File: src/rtl/tt_um_hoene_manchester_encoder.sv
// rtl/tt_um_hoene_manchester_encoder.sv - Manchester line encoder with alternating preamble and back-to-back words
// Each bit drives its level for the first half-period and the inverse for the second half.
module tt_um_hoene_manchester_encoder #(
  parameter int BIT_LENGTH    = 24,
  parameter int DATA_WIDTH    = 8,
  parameter int PREAMBLE_BITS = 8
) (
  input  logic                  clk,
  input  logic                  rst,
  input  logic [DATA_WIDTH-1:0] in_data,
  input  logic                  in_valid,
  output logic                  in_ready,
  output logic                  out,
  output logic                  out_active
);

  localparam int PH_W     = $clog2(BIT_LENGTH);
  localparam int MAX_BITS = (DATA_WIDTH > PREAMBLE_BITS) ? DATA_WIDTH : PREAMBLE_BITS;
  localparam int BI_W     = (MAX_BITS > 1) ? $clog2(MAX_BITS) : 1;

  localparam logic [PH_W-1:0] PH_LAST   = PH_W'(BIT_LENGTH - 1);
  localparam logic [PH_W-1:0] PH_HALF   = PH_W'(BIT_LENGTH / 2);
  localparam logic [BI_W-1:0] PRE_LAST  = BI_W'(PREAMBLE_BITS - 1);
  localparam logic [BI_W-1:0] DATA_LAST = BI_W'(DATA_WIDTH - 1);

  typedef enum logic [1:0] {
    S_IDLE,
    S_PREAMBLE,
    S_DATA
  } state_t;

  state_t                r_state;
  logic [PH_W-1:0]       r_phase;
  logic [BI_W-1:0]       r_bit;
  logic [DATA_WIDTH-1:0] r_shift;
  logic                  r_out;
  logic                  r_active;

  state_t                w_state_nx;
  logic [PH_W-1:0]       w_phase_nx;
  logic [BI_W-1:0]       w_bit_nx;
  logic [DATA_WIDTH-1:0] w_shift_nx;
  logic                  w_out_nx;
  logic                  w_bit_end;
  logic                  w_ready;
  logic                  w_accept;

  assign w_bit_end  = (r_phase == PH_LAST);
  assign w_ready    = ~rst & ((r_state == S_IDLE) ||
                              ((r_state == S_DATA) && w_bit_end && (r_bit == DATA_LAST)));
  assign w_accept   = in_valid & w_ready;
  assign in_ready   = w_ready;
  assign out        = r_out;
  assign out_active = r_active;

  always_comb begin
    w_state_nx = r_state;
    w_phase_nx = r_phase;
    w_bit_nx   = r_bit;
    w_shift_nx = r_shift;
    w_out_nx   = 1'b0;

    unique case (r_state)
      S_IDLE: begin
        if (w_accept) begin
          w_state_nx = S_PREAMBLE;
          w_phase_nx = '0;
          w_bit_nx   = '0;
          w_shift_nx = in_data;
        end
      end
      S_PREAMBLE: begin
        if (w_bit_end) begin
          w_phase_nx = '0;
          if (r_bit == PRE_LAST) begin
            w_state_nx = S_DATA;
            w_bit_nx   = '0;
          end else begin
            w_bit_nx = r_bit + 1'b1;
          end
        end else begin
          w_phase_nx = r_phase + 1'b1;
        end
      end
      S_DATA: begin
        if (w_bit_end) begin
          w_phase_nx = '0;
          if (r_bit == DATA_LAST) begin
            w_bit_nx = '0;
            // A word accepted here continues the frame without a new preamble
            if (w_accept) begin
              w_shift_nx = in_data;
            end else begin
              w_state_nx = S_IDLE;
            end
          end else begin
            w_bit_nx   = r_bit + 1'b1;
            w_shift_nx = {r_shift[DATA_WIDTH-2:0], 1'b0};
          end
        end else begin
          w_phase_nx = r_phase + 1'b1;
        end
      end
      default: begin
        w_state_nx = S_IDLE;
      end
    endcase

    // Line level for the upcoming cycle; preamble starts with 1 on even bit indices
    unique case (w_state_nx)
      S_PREAMBLE: w_out_nx = ~w_bit_nx[0] ^ (w_phase_nx >= PH_HALF);
      S_DATA:     w_out_nx = w_shift_nx[DATA_WIDTH-1] ^ (w_phase_nx >= PH_HALF);
      default:    w_out_nx = 1'b0;
    endcase
  end

  always_ff @(posedge clk) begin
    if (rst) begin
      r_state  <= S_IDLE;
      r_phase  <= '0;
      r_bit    <= '0;
      r_shift  <= '0;
      r_out    <= 1'b0;
      r_active <= 1'b0;
    end else begin
      r_state  <= w_state_nx;
      r_phase  <= w_phase_nx;
      r_bit    <= w_bit_nx;
      r_shift  <= w_shift_nx;
      r_out    <= w_out_nx;
      r_active <= (w_state_nx != S_IDLE);
    end
  end

endmodule

File: config.mk
export PLATFORM = sky130hd
export DESIGN_NAME = tt_um_hoene_manchester_encoder
export DESIGN_NICKNAME = d
export VERILOG_FILES = /design/src/rtl/tt_um_hoene_manchester_encoder.sv
export SDC_FILE = /design/constraint.sdc
export NUM_CORES = 1
export LEC_CHECK = 0
export CORE_MARGIN = 2
export CORE_UTILIZATION = 50
export CTS_BUF_LIST = sky130_fd_sc_hd__clkbuf_8
export CTS_CLUSTER_DIAMETER = 100
export DETAILED_ROUTE_END_ITERATION = 16
export HOLD_SLACK_MARGIN = 0.15
export PLACE_DENSITY = 0.74
export SLEW_MARGIN = 20
export SYNTH_ARGS = -nofsm -noshare
export SYNTH_HDL_FRONTEND = slang
export SYNTH_SLANG_ARGS = --single-unit
export TNS_END_PERCENT = 50
File: constraint.sdc
create_clock -name clk -period 2.4 [get_ports clk]
set_input_delay 0.48 -clock clk [delete_from_list [all_inputs] [get_ports clk]]
set_output_delay 0.48 -clock clk [all_outputs]
set_load 0.02 [all_outputs]
# == Word-level counts from Yosys, hierarchy flattened ==
# Cells that the tools add are included.
# op_classes
add_sub_neg,2
mul,0
div_mod_pow,0
magnitude_cmp,1
n_eq_ne,9
n_shift,0
mux,19
n_bitwise,6
reduce_logical,10
# ops
operator,n
two-way mux 8 bit,3
case mux 8 bit (2 select lines),1
two-way mux 2 bit,6
two-way mux 5 bit,2
case mux 5 bit (2 select lines),1
two-way mux 3 bit,3
case mux 2 bit (3 select lines),1
case mux 3 bit (2 select lines),1
nonzero test 2 bit,3
adder 5 x 1 -> 5 bit (second input constant),1
equality test 5 bit (second input constant),1
>= comparator 5 x 4 -> 1 bit (second input constant),1
equality test 2 x 1 -> 1 bit (second input constant),2
equality test 2 bit (second input constant),2
!= test 2 bit (second input constant),2
adder 3 x 1 -> 3 bit (second input constant),1
equality test 3 bit (second input constant),1
AND reduction 3 bit,1
bitwise AND 1 bit,2
logical AND 1 bit,2
logical NOT 2 bit,1
!= test 2 x 1 -> 1 bit (second input constant),1
inverter 1 bit,2
case mux 1 bit (2 select lines),1
4 further kinds,5
# totals
ff_bits,20
latchBits,0
ramBits,0
romBits,0
input_bits,11
out_inout_bits,3
wordCells,55
mem_count,0

# == Longest topological paths before layout ==
# depth
word_depth,12
ltp_mapped,14
ltp_nobuf,11

# == Worst setup path after synthesis ==
# No wires, ideal clock.
# synth_path
path_kind,register to register
from,reg r_phase[0]
to,"reg r_out, in the netlist out"
setup_ps,72
t_arrival_ps,2195
t_required_ps,2328
setup_slack_ps,133
path_stages_with_launch,13
n_path_buf,3
synth_period_minus_slack_ps,2267
path_cell_list,dfxtp_1 -> ha_1 -> buf_2 -> and4b_1 -> buf_6 -> buf_6 -> nand2_1 -> o21ai_0 -> a211o_1 -> ha_1 -> inv_1 -> a311o_1 -> mux2i_1
# synth_via
elab_chain_len,12
elab_cells_between_ends,30
classes_between,add/sub (1); order compare (1); eq/ne (3); mux (17); bitwise (5); reduce/logical (3)
# synth_rtl
item,line_no,source
from (decl),33,logic [PH_W-1:0] r_phase;
from (signal assigned),127,r_phase <= w_phase_nx;
"parallel branches: the longest is 11 deep, another holds >= comparator 5 x 4 -> 1 bit",-,
case mux 1 bit (2 select lines) (*),110,unique case (w_state_nx)
to (signal assigned),130,r_out <= w_out_nx;
to (decl),36,logic r_out;
# Every way passes the cells marked *. The select of a mux whose other input is x is not followed.
# A chain may end at the register's enable or synchronous reset.

# == Worst setup path after layout ==
# layout_path
from,reg r_phase[0]
to,out in_ready
# layout_via
elab_chain_len,5
# layout_rtl
item,line_no,source
equality test 5 bit,48,assign w_bit_end = (r_phase == PH_LAST);
logical AND 1 bit (2 in series),50,((r_state == S_DATA) && w_bit_end && (r_bit == DATA_LAST)));
logical OR 1 bit,49,assign w_ready = ~rst & ((r_state == S_IDLE) ||
bitwise AND 1 bit,49,
to (decl),12,"output logic in_ready,"
# No other way between the ends.

==> flow_summary.json <==
{
  "grt_pass1_wl_um": 5880,
  "yosysSeqAreaShare": 0.271,
  "cts_max_level": 1,
  "worst_slew_pin_slew_ps": 380,
  "dieHeight_um": 58.3,
  "fp.dieArea_um2": 3400,
  "postCtsSetupRepairBufs": 0,
  "synthFlopType": "dfxtp_1",
  "synthTopCellsByArea": "dfxtp_1, ha_1, o21ai_0",
  "drv_slew": 0,
  "numCtsBuffers": 3,
  "cts_tree": "yes",
  "crit_family": "simple AND/OR/NAND/NOR gates",
  "routedWlPerCell_um": 14.2,
  "slowest_stage": "dfxtp_1",
  "hold_depth": 2,
  "clockPowerShare": 0.326,
  "initial_utilization": 0.531,
  "drive_above_1_share": 0.133,
  "swShare": 0.277,
  "power_density_nw_per_um2": 467,
  "grt_overflow_total": 0,
  "fmax_mhz": 450,
  "synth_top_area_share": 0.271,
  "drc_errors": 0,
  "crit_chain": "ha_1 -> and4b_2 -> a31oi_4 -> nor2_1 -> dlygate4sd2_1",
  "syn_area_um2": 1480,
  "synth_edf_count": 0,
  "critPathBufInv": 1,
  "io_buffers": 13,
  "crit_type": "reg -> out",
  "worstPathArrival_ps": 1740,
  "synth.distinct_cells": 41,
  "combPwrFrac": 0.223,
  "peakVddDrop_v": 0.000342,
  "finalSetupTns_ps": 0,
  "wl_um": 3430,
  "hold_viol_final": 0,
  "synth.avg_cell_area_um2": 7.61,
  "cts_hold_buf": 0,
  "slew_headroom": 0.747,
  "clock-root-buffer": "clkbuf_8",
  "p_seq_frac": 0.451,
  "clock_sink_count": 20,
  "end_kind": "output port",
  "min_to": "r_shift[4]",
  "drtIter0Drc": 132,
  "fillers": 242,
  "post-route-min-period_ps": 2220,
  "drv_cap": 0,
  "status": "completed",
  "fin_area_um2": 1720,
  "drtPass1Iterations": 5,
  "yosysMostFrequentCell": "nor2_1",
  "r2r_end": "out",
  "finish.utilization": 0.617,
  "required_ps": 1920,
  "grt_antenna_before_repair": 0,
  "fin_nets": 231,
  "via_per_inst": 6.14,
  "p_leak_nw": 0.634,
  "synth_common_cells": "nor2_1, o21ai_0, dfxtp_1, a21oi_1",
  "synth_fp_nets": 214,
  "hpwl_um": 2580,
  "cts_buffer_depth": 2,
  "yosys_warnings": 0,
  "ys_seq_elements": 20,
  "grt_max_degree": 16,
  "p_sw_mw": 0.222,
  "worstHoldPathType": "reg -> reg",
  "hp-start": "r_shift[4]",
  "area_growth_syn_to_layout_pct": 16.3,
  "start_kind": "flip-flop",
  "globalRouteTotalUtil": 0.219,
  "place_area_um2": 1660,
  "skew_ps": 7.28,
  "internal_power_mw": 0.580,
  "post-route-period-util": 0.927,
  "yosys.area.top_type": "dfxtp_1",
  "num_rows": 19,
  "vias": 1480,
  "clk-insertion-delay-late_ps": 260,
  "postSynth.asyncResetShare": 0,
  "io_pins": 14,
  "setup_viol": 0,
  "ff2ff_path_depth": 9,
  "place_congestion": 0.863,
  "path_max_fanout": 6,
  "clkTransAtPathRegs_ps": 70,
  "core_um2": 2780,
  "die_x_um": 58.3,
  "n_antenna_cell": 0,
  "grt_pass1_vias": 1383,
  "slowest_delay_ps": 390,
  "synth_cells": 194,
  "r2r_start": "r_phase[0]",
  "reg2reg_slack_ps": 270,
  "drtAntennaViolNets": 0,
  "rsz0062_at_grt": "no"
}
[registers in the layout, summed over array words and instances (netlist names)]
name        count
r_state         2
out_active      1
out             1
r_bit           3
r_phase         5
r_shift         8
[cell type report]
type,instances,area (um2),area share
multi-input combinational,146,932,0.543
clock buffer,4,55.1,0.0321
sequential,20,400,0.233
inverter,11,41.3,0.0241
timing repair buffer,29,249,0.145
tap,31,38.8,0.0226
[cells by family (layout without fill, tap and decap cells)]
kind of cell,after synthesis,count (layout),synth area share
compound gates,68,68,0.307
simple gates,63,63,0.205
buf+inv,28,44,0.100
flops,20,20,0.271
fa+ha+maj,9,9,0.0763
mux,4,4,0.0288
xor+xnor,2,2,0.0119
[worst max-delay path by stage]
stage | cells past startpoint | slack (ps) | startpoint | to
2_1_floorplan | 12 | 130 | r_phase[0] | out
3_3_place_gp | 9 | 20 | rst | out
3_5_place_dp | 10 | -50 | rst | out
4_1_cts | 5 | 160 | r_phase[0] | in_ready
5_1_grt | 10 | 20 | rst | out
6_report | 5 | 180 | r_phase[0] | in_ready
[layout by cell type (no fill, tap or decap), types with 3 or more instances in the layout]
cell type and count:
clkdlybuf4s50_1 12, a22oi_1 4, o21ai_0 22, buf_4 16, nor2_1 26, a21oi_1 14
dfxtp_1 20, nor3_1 6, o21a_1 6, nand2_1 11, ha_1 8, clkbuf_8 4
a221oi_1 8, nand3_1 3, nor2b_1 5, inv_1 11
[power groups by stage]
stage | clock network (mW) | registers (mW) | logic, mW
CTS | 0.265 | 0.361 | 0.179
global placement | 0 | 0.367 | 0.172
global route | 0.284 | 0.364 | 0.196
finish | 0.262 | 0.362 | 0.179
detailed placement | 0 | 0.369 | 0.179
floorplan | 0 | 0.369 | 0.114
[metrics by stage]
stage / hold slack (ps) / worst slack (ps) / power, mW / cells
floorplan: 471 / 133 / 0.483 / 194
global placement: 483 / 15.0 / 0.539 / 237
detailed placement: 505 / -54.3 / 0.548 / 237
CTS: 517 / 162 / 0.805 / 241
global route: 548 / 16.5 / 0.844 / 241
finish: 518 / 175 / 0.802 / 241
[what timing repair did]
item / CTS / global route
gates resized for setup: 3 / 0
endpoints found under the setup margin: 1 / 1
pin swaps: 0 / 1
[routing by layer]
metal  vias up  wire [um]  global-route usage
met5         -          0                   0
met4         0         72              0.0930
met3         8        125              0.0330
met2        34       1800               0.382
met1       709       1440               0.266
li1        729          -                   -
[worst reg2reg max path, stage by stage (launching register included)]
cell	delay (ps)
dfxtp_1	390
ha_1	180
and4b_2	330
a31oi_1	140
nor3_1	260
inv_1	80
ha_1	280
inv_1	40
a311o_1	260
mux2i_1	120
Note: power is estimated with default switching activity, not from simulation.
